===== src/rtl/chg_capture_fifo.sv =====
// Change-capture FIFO: samples smp_data every cycle and buffers {ts, data} records on value changes.
// Optional CHGCAP_DROP_CNT_EN adds a saturating 8-bit drop_cnt output.
module chg_capture_fifo #(
   parameter int DATA_W = 32,
   parameter int TS_W   = 16,
   parameter int DEPTH  = 8
) (
   input  logic                       clk,
   input  logic                       rst,
   input  logic                       en,
   input  logic [DATA_W-1:0]          smp_data,
   output logic                       out_valid,
   input  logic                       out_ready,
   output logic [DATA_W-1:0]          out_data,
   output logic [TS_W-1:0]            out_ts,
   output logic [$clog2(DEPTH):0]     count,
   output logic                       overflow,
`ifdef CHGCAP_DROP_CNT_EN
   output logic [7:0]                 drop_cnt,
`endif
   input  logic                       clr_ovf
);

   localparam int AW = $clog2(DEPTH);
   localparam int CW = AW + 1;

   logic [TS_W-1:0]   ts;
   logic [DATA_W-1:0] prev;
   logic              armed;

   logic [DATA_W-1:0] mem_data [DEPTH];
   logic [TS_W-1:0]   mem_ts   [DEPTH];
   logic [AW-1:0]     wr_ptr;
   logic [AW-1:0]     rd_ptr;

   logic capture;
   logic full;
   logic pop;
   logic push;
   logic drop;

   always_comb begin
      capture = en && (!armed || (smp_data != prev));
      full    = (count == CW'(DEPTH));
      pop     = out_valid && out_ready;
      // a full FIFO still accepts a record when the head leaves in the same cycle
      push    = capture && (!full || pop);
      drop    = capture && full && !pop;
   end

   always_ff @(posedge clk) begin
      if (rst) begin
         ts <= '0;
      end else begin
         ts <= ts + TS_W'(1);
      end
   end

   always_ff @(posedge clk) begin
      if (rst) begin
         prev  <= '0;
         armed <= 1'b0;
      end else if (en) begin
         prev  <= smp_data;
         armed <= 1'b1;
      end else begin
         armed <= 1'b0;
      end
   end

   always_ff @(posedge clk) begin
      if (push) begin
         mem_data[wr_ptr] <= smp_data;
         mem_ts[wr_ptr]   <= ts;
      end
   end

   always_ff @(posedge clk) begin
      if (rst) begin
         wr_ptr <= '0;
         rd_ptr <= '0;
         count  <= '0;
      end else begin
         if (push) begin
            wr_ptr <= wr_ptr + AW'(1);
         end
         if (pop) begin
            rd_ptr <= rd_ptr + AW'(1);
         end
         if (push && !pop) begin
            count <= count + CW'(1);
         end else if (pop && !push) begin
            count <= count - CW'(1);
         end
      end
   end

   always_ff @(posedge clk) begin
      if (rst) begin
         overflow <= 1'b0;
      end else if (drop) begin
         overflow <= 1'b1;
      end else if (clr_ovf) begin
         overflow <= 1'b0;
      end
   end

`ifdef CHGCAP_DROP_CNT_EN
   always_ff @(posedge clk) begin
      if (rst) begin
         drop_cnt <= '0;
      end else if (drop) begin
         if (clr_ovf) begin
            drop_cnt <= 8'd1;
         end else if (drop_cnt != 8'hff) begin
            drop_cnt <= drop_cnt + 8'd1;
         end
      end else if (clr_ovf) begin
         drop_cnt <= '0;
      end
   end
`endif

   // storage is not reset, so the head is masked to zero whenever the FIFO is empty
   always_comb begin
      out_valid = (count != '0);
      out_data  = out_valid ? mem_data[rd_ptr] : '0;
      out_ts    = out_valid ? mem_ts[rd_ptr]   : '0;
   end

endmodule


===== config.mk =====
export PLATFORM = sky130hd
export DESIGN_NAME = chg_capture_fifo
export DESIGN_NICKNAME = d
export VERILOG_FILES = /design/src/rtl/chg_capture_fifo.sv
export SDC_FILE = /design/constraint.sdc
export NUM_CORES = 1
export LEC_CHECK = 0
export CORE_MARGIN = 2
export CORE_UTILIZATION = 54
export DETAILED_ROUTE_END_ITERATION = 10
export GPL_TIMING_DRIVEN = 1
export PLACE_DENSITY = 0.76
export SLEW_MARGIN = 40
export SYNTH_ARGS = -nofsm -noshare
export SYNTH_HDL_FRONTEND = slang
export SYNTH_SLANG_ARGS = --single-unit

===== constraint.sdc =====
create_clock -name clk -period 7.6 [get_ports clk]
set_input_delay 1.9 -clock clk [delete_from_list [all_inputs] [get_ports clk]]
set_output_delay 1.9 -clock clk [all_outputs]
set_load 0.02 [all_outputs]

==> qor.csv <==
metric;value;unit
slowest_stage;or4_1;
r2r-start;prev[19];
synth_flop_cell;edfxtp_1;
powerDensity;352;nW/um2
cts_setup_buffers;0;
vias;8767;
drv_cap;0;
power_frac_clock;30.0;%
postRouteWirelength;35.2;mm
hold_path_class;flop to flop;
syn2layout_area_growth;17.5;%
crit_path_max_fanout;10;
fmax;0.181;GHz
slowest_delay;0.72;ns
leakage;6.64;nW
synthSimpleGateAreaFrac;4.65;%
netlist_area;17400;um2
io_buffer_count;90;
grt_pass1_wl;53.9;mm
synth_cells;927;
wl_per_cell;23.7;um
outcome;finished, final reports clean;
synth_cell_types;35;
cts_tree;yes;
layout.cells.non_filler;1483;
rows;65;
crit_path_end_kind;flop;
cts_resized;0;
floorplan.initialDensity;55.0;%
hold_buffers;0;
grt.overflow.total;0;
finalCriticalPeriod;5.53;ns
timing.final.crit_share;72.8;%
synth_edf_count;384;
grt_usage;21.6;%
final_common_cell;edfxtp_1;
die_h;184;um
die_x;184;um
path_delay_family;simple AND/OR/NAND/NOR gates;
hold_viol;0;
setup_viol;0;
ys_seq_elements;447;
synth_xor_area_share;2.42;%
maxSlewViolCount;0;
synth-compound-area-share;0.611;%
synth_nets;971;
dp_cells;1400;
crit_required;8.07;ns
htree_levels;2;
place_congestion;0.768;
worst_pin_slew;0.888;ns
route.detailed.drc;0;
rsz0062_at_grt;no;
clk_latency;0.54;ns
swShare;28.1;%
core;31600;um2
power.internal;5.17;mW
avgSynthCellArea;18.8;um2
ys_async_sr_fraction;0;%
drive_gt1_share;19.0;%
drtIter0Drc;1012;
grt_max_degree;51;
cts_sinks;447;
io_pins;91;
synth_top_family_by_area;multiplexers;
worst_clock_skew;0.0205;ns
p_sw;2.02;mW
viasPerCell;5.91;
fp.dieArea;33700;um2
synthMuxAreaShare;17.1;%
nets;1088;
critPathLaunch;smp_data[19];
hp-start;rd_ptr[1];
ys_seq_area_share;73.5;%
yosysWarnings;0;
share_seq_of_total_power;42.7;%
power_frac_comb;27.4;%
hpwl;19.8;mm
cp.arrival;6.00;ns
cts-root-buf;clkbuf_16;
multi_input_area;4480;um2
drtPass1Iterations;5;
cts_made_buffers;44;
antenna_found_initial;0;
worstSetupPathType;input pin to flop;
start_kind;input pin;
final_cell_mix;edfxtp_1, nor2_1, mux4_2, clkdlybuf4s50_1, mux2i_1;
finalPower;7.19;mW
ant_nets;0;
clkTransAtPathRegs;0.06;ns
clockBufferDepth;3;
grt_pass1_vias;8979;
peakVddDrop;0.212;mV
worst-path-buf-inv;2;
slew_headroom;40.3;%
nFillCells;2064;
path_cells;clkdlybuf4s50_1 > xnor2_1 > nand4_1 > or4_1 > nor3_4 > nor2_1 > ha_1 > inv_1 > ha_1 > a21o_1 > a21oi_1 > xnor2_1 > or3_1 > a21oi_1;
yosys.area_share.adder;0.546;%
regArea;12800;um2
through the flow:
step                      setup slack, ns  util (%)  area, um2  hold WS, ns  TNS [ns]
after detailed placement             1.42      60.0      19000        0.484         0
after CTS                            1.96      64.6      20400        0.493         0
final                                2.07      64.6      20400        0.507         0
after global placement               1.54      59.6      18900        0.461         0
after global routing                 1.88      64.6      20400        0.525         0
after floorplan                    -0.194         -      17400        0.454    -56.00
path summary, 6_finish.rpt:
path | end | slack (ns) | depth (start not counted)
worst min register to register | flop | 0.51 | 2
worst max register to register | count[3] | 3.78 | 13
worst max-delay path | count[3] | 2.07 | 14
worst min-delay path | flop | 0.51 | 2
layout make-up:
type / count / area share, %
repair buffers: 118 / 5.80
clock buffers: 65 / 6.32
flip-flops and latches: 447 / 62.6
multi-input cells: 428 / 21.9
inverters: 5 / 0.0918
diodes: 1 / 0.0122
well taps: 402 / 2.46
clock inverters: 17 / 0.808
per-layer routing:
layer  routed length (um)  GRT usage (%)
met4                  869           6.24
met1                14900           30.9
met2                17300           35.3
met3                 2120           2.89
met5                    0              0
synthesized netlist by cell type (11+ instances only):
cell      count  area, um2
edfxtp_1    384      11500
nor2_1      105        394
mux4_2       96       2160
mux2i_1      81        811
dfxtp_1      63       1260
clkbuf_1     28        105
xor2_1       27        236
xnor2_1      21        184
nand2_1      14       52.6
nand3_1      13       65.1
buf_1        11       41.3
nor4_1       11       68.8
cells by family after synthesis:
logic type,after synthesis
DFF,447
adders and majority gates,7
buffers and inverters,52
xor gates and xnor gates,48
muxes,177
and+or+nand+nor,177
AOI/OAI and AO/OA,19
power by group through the flow:
stage	Clock [mW]	Combinational, mW	Sequential, mW
CTS	2.18	2.00	3.07
detailed placement	0	1.99	3.12
finish	2.16	1.97	3.07
global route	2.29	2.11	3.09
floorplan	0	1.25	3.07
global placement	0	1.84	3.17
registers in the layout, summed over array words and instances, names as in the netlist, named ones only:
| signal | flops |
|---|---|
| prev | 32 |
| count | 4 |
| rd_ptr | 3 |
| ts | 16 |
| wr_ptr | 3 |
| armed | 1 |
| mem_ts | 128 |
| mem_data | 256 |
| overflow | 1 |
worst min-delay path: stages (launching register included):
cell and delay, ns:
dfxtp_1 0.32, nand2_1 0.06, a21oi_1 0.08
Power figures use the tool's default switching activity.
